### config.mk
export PLATFORM = sky130hd
export DESIGN_NAME = pos_encoder
export DESIGN_NICKNAME = d
export VERILOG_FILES = /design/src/rtl/pos_encoder.sv
export SDC_FILE = /design/constraint.sdc
export NUM_CORES = 1
export LEC_CHECK = 0
export CAP_MARGIN = 20
export CORE_MARGIN = 4
export CORE_UTILIZATION = 60
export CTS_CLUSTER_DIAMETER = 30
export CTS_CLUSTER_SIZE = 8
export DETAILED_ROUTE_END_ITERATION = 6
export HOLD_SLACK_MARGIN = 0.12
export PLACE_DENSITY = 0.79
export SYNTH_ARGS = -nofsm -noshare
export SYNTH_HDL_FRONTEND = slang
export SYNTH_SLANG_ARGS = --single-unit
### constraint.sdc
create_clock -name clk -period 6.73 [get_ports clk]
set_clock_uncertainty 0.15 [all_clocks]
set_input_delay 1.346 -clock clk [delete_from_list [all_inputs] [get_ports clk]]
set_output_delay 1.346 -clock clk [all_outputs]
set_load 0.05 [all_outputs]
### src/rtl/pos_encoder.sv
// Button-driven servo position encoder: debounced up/down/center buttons select a
// signed level -9..+9, encoded to a clamped 10-bit target that pos slews toward.
module pos_encoder #(
   parameter int         DEBOUNCE      = 250000,
   parameter int         RAMP_DIV      = 50000,
   parameter logic [9:0] STEP          = 10'd4,
   parameter logic [9:0] POS_CENTER    = 10'd544,
   parameter logic [9:0] POS_PER_LEVEL = 10'd33,
   parameter logic [9:0] POS_MIN       = 10'd228,
   parameter logic [9:0] POS_MAX       = 10'd830
) (
   input  logic       clk,
   input  logic       rst,
   input  logic       btn_up,
   input  logic       btn_down,
   input  logic       btn_center,
   output logic [9:0] pos,
   output logic [9:0] target,
   output logic       level_sign,
   output logic [3:0] level_mag,
   output logic       settled,
   output logic       press
);

   localparam int DB_W  = (DEBOUNCE > 1) ? $clog2(DEBOUNCE) : 1;
   localparam int DIV_W = (RAMP_DIV > 1) ? $clog2(RAMP_DIV) : 1;
   localparam logic [DB_W-1:0]  DB_MAX  = DB_W'(DEBOUNCE - 1);
   localparam logic [DIV_W-1:0] DIV_MAX = DIV_W'(RAMP_DIV - 1);

   localparam logic IDLE = 1'b0;
   localparam logic RAMP = 1'b1;

   localparam logic signed [11:0] CENTER_S = 12'(POS_CENTER);
   localparam logic signed [11:0] PER_S    = 12'(POS_PER_LEVEL);
   localparam logic signed [11:0] MIN_S    = 12'(POS_MIN);
   localparam logic signed [11:0] MAX_S    = 12'(POS_MAX);

   // Button bit order everywhere: 0 = up, 1 = down, 2 = center.
   logic [2:0]      btn_raw, sync_a, sync_b, db_state, db_prev, evt;
   logic [DB_W-1:0] db_cnt [3];

   logic signed [4:0]  level, level_nxt;
   logic [4:0]         level_abs;
   logic signed [11:0] level_ext, raw;
   logic [9:0]         target_nxt, pos_nxt, diff;
   logic [DIV_W-1:0]   div;
   logic               tick, press_nxt, state, state_nxt;

   assign btn_raw = {btn_center, btn_down, btn_up};
   assign evt     = db_state & ~db_prev;

   // NOTE: sequential state uses non-blocking assignments so every flop samples
   // pre-edge values regardless of statement order.
   always_ff @(posedge clk) begin
      if (rst) begin
         sync_a   <= '0;
         sync_b   <= '0;
         db_state <= '0;
         db_prev  <= '0;
         for (int i = 0; i < 3; i++) db_cnt[i] <= '0;
      end else begin
         sync_a  <= btn_raw;
         sync_b  <= sync_a;
         db_prev <= db_state;
         for (int i = 0; i < 3; i++) begin
            if (sync_b[i] == db_state[i]) begin
               db_cnt[i] <= '0;
            end else if (db_cnt[i] == DB_MAX) begin
               db_state[i] <= sync_b[i];
               db_cnt[i]   <= '0;
            end else begin
               db_cnt[i] <= db_cnt[i] + 1'b1;
            end
         end
      end
   end

   // NOTE: every always_comb output gets a default first so no latch is inferred.
   always_comb begin
      level_nxt = level;
      press_nxt = 1'b0;
      if (evt[2]) begin
         level_nxt = '0;
         press_nxt = 1'b1;
      end else if (evt[0] && evt[1]) begin
         level_nxt = level;
      end else if (evt[0]) begin
         press_nxt = 1'b1;
         if (level != 5'sd9) level_nxt = level + 5'sd1;
      end else if (evt[1]) begin
         press_nxt = 1'b1;
         if (level != -5'sd9) level_nxt = level - 5'sd1;
      end
   end

   assign level_ext = {{7{level[4]}}, level};
   assign raw       = CENTER_S + PER_S * level_ext;

   always_comb begin
      if (raw < MIN_S)      target_nxt = POS_MIN;
      else if (raw > MAX_S) target_nxt = POS_MAX;
      else                  target_nxt = raw[9:0];
   end

   assign level_abs  = level[4] ? -level : level;
   assign level_sign = level[4];
   assign level_mag  = level_abs[3:0];

   assign tick = (div == DIV_MAX);

   // Step never exceeds the remaining distance, so pos cannot overshoot target.
   always_comb begin
      pos_nxt = pos;
      diff    = '0;
      if (state == RAMP && tick) begin
         if (target > pos) begin
            diff    = target - pos;
            pos_nxt = pos + ((diff < STEP) ? diff : STEP);
         end else if (target < pos) begin
            diff    = pos - target;
            pos_nxt = pos - ((diff < STEP) ? diff : STEP);
         end
      end
      state_nxt = (pos == target) ? IDLE : RAMP;
   end

   always_ff @(posedge clk) begin
      if (rst) begin
         level   <= '0;
         press   <= 1'b0;
         target  <= POS_CENTER;
         pos     <= POS_CENTER;
         div     <= '0;
         state   <= IDLE;
         settled <= 1'b1;
      end else begin
         level   <= level_nxt;
         press   <= press_nxt;
         target  <= target_nxt;
         pos     <= pos_nxt;
         div     <= tick ? '0 : div + 1'b1;
         state   <= state_nxt;
         settled <= (state_nxt == IDLE) && (pos_nxt == target_nxt);
      end
   end

endmodule

==> impl_metrics.csv, run 1 <==
group,metric,value,unit
status,status,"finished clean",
power,comb_power_share,4.6,%
clock_network,root_buffer,"clkbuf_16",
power,switching_share,23.3,%
critical_path,path_class,"register to register",
final_layout,syn_to_final_growth,12.8,%
synth,yosysTopAreaCellShare,20.8,%
clock_network,cts_buffers,9,
grt,grt_start_max_net_pins,35,
power,power,1.37,mW
critical_path,endpoint_kind,"register",
grt,antenna_found_initial,0,
synth,synthCells,886,
die,rows,41,
clock_network,htreeDepth,3,
critical_path,worstPathMaxFanout,13,
placement,globalplace.congestion,0.981,
synth,synth-edff-count,54,
power,max-vdd-ir-drop,0.000180,V
critical_path,cp-start-kind,"register",
clock_network,clock-sinks,110,
synth,async_flop_share,0,%
routing,vias,6558,
synth,synth_warnings,0,
clock_network,clk_pin_slew,80,ps
final_layout,layout-drive-gt1-share,4.11,%
die,start_util,61.4,%
die,io_pins,32,
synth,synthTopCellsByCount,"nor2_1, ha_1, inv_1",
timing,holdWs,292,ps
grt,grt_overflow_total,0,
timing,hold_viol_final,0,
final_layout,fin_area,8780,um^2
die,die_h,122,um
synth,ys_seq_elements,110,
critical_path,cp.required,6840,ps
run,maxCapViolations,0,
synth,synth_cell_types,75,
timing,setup_viol,0,
synth,synth.most_common_cell,"nor2_1",
power,p_seq_share,53.5,%
timing,slew_viol_final,0,
routing,first_pass_iters,5,
timing,relSlewSlack,40.3,%
routing,ant_nets,0,
clock_network,clkLatencyLatePin,360,ps
timing,post-route-period-util,83.3,%
clock_network,postCtsSetupBuffers,0,
final_layout,finalNetCount,1041,
routing,detail_route.wl_per_cell,15.6,um
die,core-area,12700,um^2
routing,drt-initial-drc-count,533,
clock_network,cts_hold_buf,0,
timing,fin_setup_tns,0,ps
timing,worst_slew_pin_slew,887,ps
die,die-area,14900,um^2
critical_path,r2r_slack,1130,ps
critical_path,arrival,5710,ps
die,die_x,122,um
placement,dp.final_hpwl,13.5,mm
synth,yosys.area.top_type,"edfxtp_1",
synth,synthFlopType,"dfxtp_1",
synth,yosysSeqAreaShare,35.2,%
grt,grt_usage,25.1,%
synth,avgSynthCellArea,8.79,um^2
timing,rsz0062_at_grt,"no",
routing,routed_wirelength,17.9,mm
routing,route.detailed.drc,0,
synth,synth_area,7780,um^2
power,p_int,1.05,mW
grt,grt_pass1_vias,6336,
power,clockPowerShare,41.9,%
timing,max_freq,178,MHz
power,cellLeakagePower,3.58,nW
power,p_switching,0.319,mW
power,power_density,156,nW/um^2
routing,drt-vias-per-instance,5.72,
final_layout,utilization,69.3,%
timing,period_minus_slack,5600,ps
min_path,hp-class,"register to register",
final_layout,antennaDiodeCount,0,
placement,port_buffers,31,
grt,grt_pass1_wl,30.1,mm
clock_network,cts-resized-gates,0,
clock_network,cts_tree,"built",
placement,placed_area,8460,um^2
clock_network,cts_buffer_depth,2,
synth,synthTopCellsByArea,"edfxtp_1, dfxtp_1, ha_1",
[layout make-up]
cell class,count,area [um^2]
clock buffers,10,239
clock inverters,6,83.8
fillers,1037,3890
inverters,59,221
multi-input cells,756,4950
flip-flops and latches,110,2740
well taps,172,215
repair buffers,33,325
[power groups by stage]
stage	Clock, mW	Combinational [mW]	Sequential, mW
2_1_floorplan	0	0.0494	0.745
3_3_place_gp	0	0.0594	0.748
3_5_place_dp	0	0.0600	0.749
4_1_cts	0.587	0.0608	0.734
5_1_grt	0.613	0.0718	0.737
6_report	0.575	0.0627	0.734
[registers in the layout, summed over array words and instances (netlist names)]
name / count
db_state: 3
sync_b: 3
pos: 10
target: 10
db_prev: 3
level: 5
settled: 1
press: 1
div: 16
sync_a: 3
db_cnt: 54
state: 1
[metal layers]
layer  track usage, %  part of all wire, %
met1             31.1                   43
met5                0                    0
met3             5.25                  5.3
met2             43.2                   48
met4             9.38                  3.4
[logic make-up after synthesis]
kind of cell | count (synthesis) | synth area share (%)
other | 2 | 0.0965
adders and majority gates | 67 | 11.4
xor gates and xnor gates | 79 | 8.89
DFF | 110 | 35.2
buffers and inverters | 84 | 4.23
muxes | 10 | 1.29
and+or+nand+nor | 359 | 23.1
AOI/OAI and AO/OA | 175 | 15.8
[stage by stage]
stage               setup WS [ps]  instances
global placement             1330       1130
detailed placement           1210       1130
CTS                          1170       1146
finish                       1130       1146
global route                  753       1146
floorplan                    1430        950
[path summary, 6_finish.rpt]
check / startpoint / endpoint / cells past startpoint
setup / recovery: pos[4] / settled / 18
hold reg to reg: sync_a[1] / sync_b[1] / 1
setup reg to reg: pos[4] / settled / 18
hold / removal: sync_a[1] / sync_b[1] / 1
[cell usage in the layout, fill, tap and decap left out, drive strengths merged, types with 8 or more instances in the layout]
cell type / instances
inv: 63
a21o: 20
nor2: 125
nor3: 23
nand3: 39
nor2b: 18
o21ai: 33
nand4: 15
nand2: 51
ha: 60
and2: 8
conb: 66
xor2: 34
a211oi: 9
dfxtp: 56
clkbuf: 10
edfxtp: 54
mux2i: 10
clkdlybuf4s50: 31
nor4: 9
xnor2: 45
and3: 16
or3: 25
a21oi: 49
[critical path, stage by stage, from the launching register on]
cell       delay, ps
dfxtp_1          450
inv_1             80
ha_1             580
a21o_4           220
a311oi_1         130
a2111o_1         460
a2111oi_4        380
nand3_1          250
ha_1             400
a21o_1           210
a21o_1           180
a21o_1           180
a32oi_1          270
mux2i_1          260
nor2_1            60
or3_4            390
or3_1            360
and3_1           160
o41ai_2          350
Note: power is estimated with default switching activity, not from simulation.
==> run 2, diff against run 1 <==
CORE_UTILIZATION = 56   (was 60)
PLACE_DENSITY = 0.77   (was 0.79)
clock period = 4.7 ns   (was 6.73 ns; I/O delays follow)
==> run 2 against run 1 <==
  * The run now ends with negative setup slack left
  * Register-to-register slack got worse by 1100 ps
  * Worst setup slack got worse by 1100 ps
  * Cell count rose by 5.8%
  * Maximum frequency rose by 19%
  * Largest cell class unchanged
==> impl_metrics.csv, run 2 (same netlist as run 1, synthesis figures left out) <==
group,metric,value,unit
clock_network,root_buffer,"clkbuf_16",
placement,dpl_worst_slack,-173,ps
timing,hold_viol_final,0,
critical_path,path_class,"register to register",
routing,routed_wirelength,18.5,mm
die,rows,42,
clock_network,htreeDepth,3,
critical_path,cp.required,4810,ps
timing,setup_slack,-4.34,ps
final_layout,mostFrequentLayoutCells,"nor2_1, conb_1, buf_4",
status,status,"finished with violations",
timing,slew_viol_final,0,
clock_network,cts_hold_buf,0,
power,power_density,201,nW/um^2
clock_network,cts_buffer_depth,2,
min_path,hp-class,"register to register",
critical_path,r2r_end,"settled",
grt,grt_pass1_vias,6570,
final_layout,finalNetCount,1104,
clock_network,clock-sinks,110,
critical_path,rr_worst_depth,23,
power,clockPowerShare,39.9,%
timing,post-route-period-util,100,%
timing,worst_slew_pin_slew,601,ps
routing,detail_route.wl_per_cell,15.2,um
timing,relSlewSlack,59.9,%
status,violations,"negative setup slack",
routing,vias,6845,
final_layout,reg_top3,"db_cnt x54, div x16",
power,p_int,1.47,mW
min_path,whs_endpoint,"sync_b[1]",
routing,first_pass_iters,5,
final_layout,largest_reg_flops,54,
min_path,hold_depth,1,
power,p_switching,0.417,mW
timing,setup_viol,1,
clock_network,clkLatencyLatePin,350,ps
clock_network,clk_pin_slew,80,ps
die,start_util,58.1,%
routing,drt-initial-drc-count,427,
timing,max_freq,213,MHz
critical_path,cp-start-kind,"register",
placement,dp.final_hpwl,14.3,mm
grt,antenna_found_initial,0,
clock_network,cts_tree,"built",
critical_path,worstPathMaxFanout,3,
die,die-area,15800,um^2
final_layout,syn_to_final_growth,21.1,%
critical_path,r2r_slack,-4,ps
final_layout,top_register,"db_cnt",
power,switching_share,22.1,%
grt,grt_usage,23.3,%
grt,grt_pass1_wl,30.8,mm
final_layout,layout_commonest_cell,"nor2_1",
critical_path,endpoint_kind,"register",
critical_path,arrival,4810,ps
routing,drt-vias-per-instance,5.64,
placement,globalplace.congestion,0.944,
power,cellLeakagePower,3.89,nW
grt,grt_overflow_total,0,
timing,rsz0062_at_grt,"yes",
final_layout,layout-drive-gt1-share,14.4,%
clock_network,cts_buffers,9,
die,core-area,13400,um^2
routing,route.detailed.drc,0,
die,die_x,126,um
die,die_h,126,um
routing,ant_nets,0,
die,io_pins,32,
timing,period_minus_slack,4700,ps
final_layout,antennaDiodeCount,0,
min_path,hold_start,"sync_a[1]",
power,comb_power_share,4.7,%
placement,port_buffers,31,
timing,fin_setup_tns,-4.34,ps
power,p_seq_share,55.3,%
timing,holdWs,288,ps
critical_path,r2r-start,"pos[0]",
power,max-vdd-ir-drop,0.000244,V
run,maxCapViolations,0,
grt,grt_start_max_net_pins,21,
run 2: cell count changes in the layout (fill, tap and decap cells not counted), moves of 7 or more:
cell     previous run  this run
inv_1              59        52
dfxtp_4             0        10
dfxtp_1            56        39
ha_1               60        53
buf_4               2        64
dfxtp_2             0         7
run 2: critical path, cell delays in order, from the launching register on:
cell       delay (ps)
dfxtp_4           350
inv_1              70
ha_2              190
inv_2              40
fa_2              340
a211oi_2          240
o221a_2           230
o221ai_1          140
a21oi_2           170
nand2_2           100
nor2_4            130
nand2_2            90
fa_2              400
a21oi_2           130
nor2b_1            70
a31oi_1           190
a21oi_1           100
xor2_1            150
o22ai_1           200
nor2_1             80
xnor2_1           140
o2111ai_1         140
or4_1             560
o41ai_2           190
run 2: cell type report:
cell class	count	area (um^2)
multi-input combinational	756	5100
fill	1083	3970
sequential	110	2790
timing repair buffer	96	802
clock buffer	13	273
inverter	59	224
tap	176	220
clock inverter	3	23.8
run 2: how the worst max path moves through the flow:
stage	startpoint	to	depth (start not counted)
global route	pos[0]	settled	23
finish	pos[0]	settled	23
global placement	pos[5]	settled	17
floorplan	pos[0]	settled	19
CTS	pos[0]	settled	24
detailed placement	pos[0]	settled	23
run 2: timing repair:
item | CTS | global route
pin swaps | 25 | 8
hold endpoints to repair | 0 | 0
gates resized for setup | 16 | 6
setup endpoints to repair | 1 | 1
setup buffers | 5 | 0
run 2: layer usage:
metal  up-vias  GRT usage [%]  share of wire [%]
li1       3397              -                  -
met1      3210           30.6                 45
met2       183           38.1                 46
met3        55           3.34                4.9
met4         0           11.0                3.7
met5         -              0                  0
run 2: power by group through the flow:
| stage | clock (mW) | combinational, mW | sequential [mW] |
|---|---|---|---|
| detailed placement | 0 | 0.0858 | 1.07 |
| global placement | 0 | 0.0850 | 1.07 |
| global route | 0.813 | 0.103 | 1.05 |
| finish | 0.755 | 0.0895 | 1.05 |
| CTS | 0.774 | 0.0867 | 1.05 |
| floorplan | 0 | 0.0709 | 1.06 |
run 2: stage by stage:
step	util (%)	area, um^2	std cells	power [mW]
after floorplan	-	8160	950	1.13
after global placement	67.3	9010	1192	1.15
after detailed placement	67.3	9010	1192	1.15
after CTS	70.2	9410	1213	1.91
after global routing	70.4	9430	1213	1.97
final	70.4	9430	1213	1.89
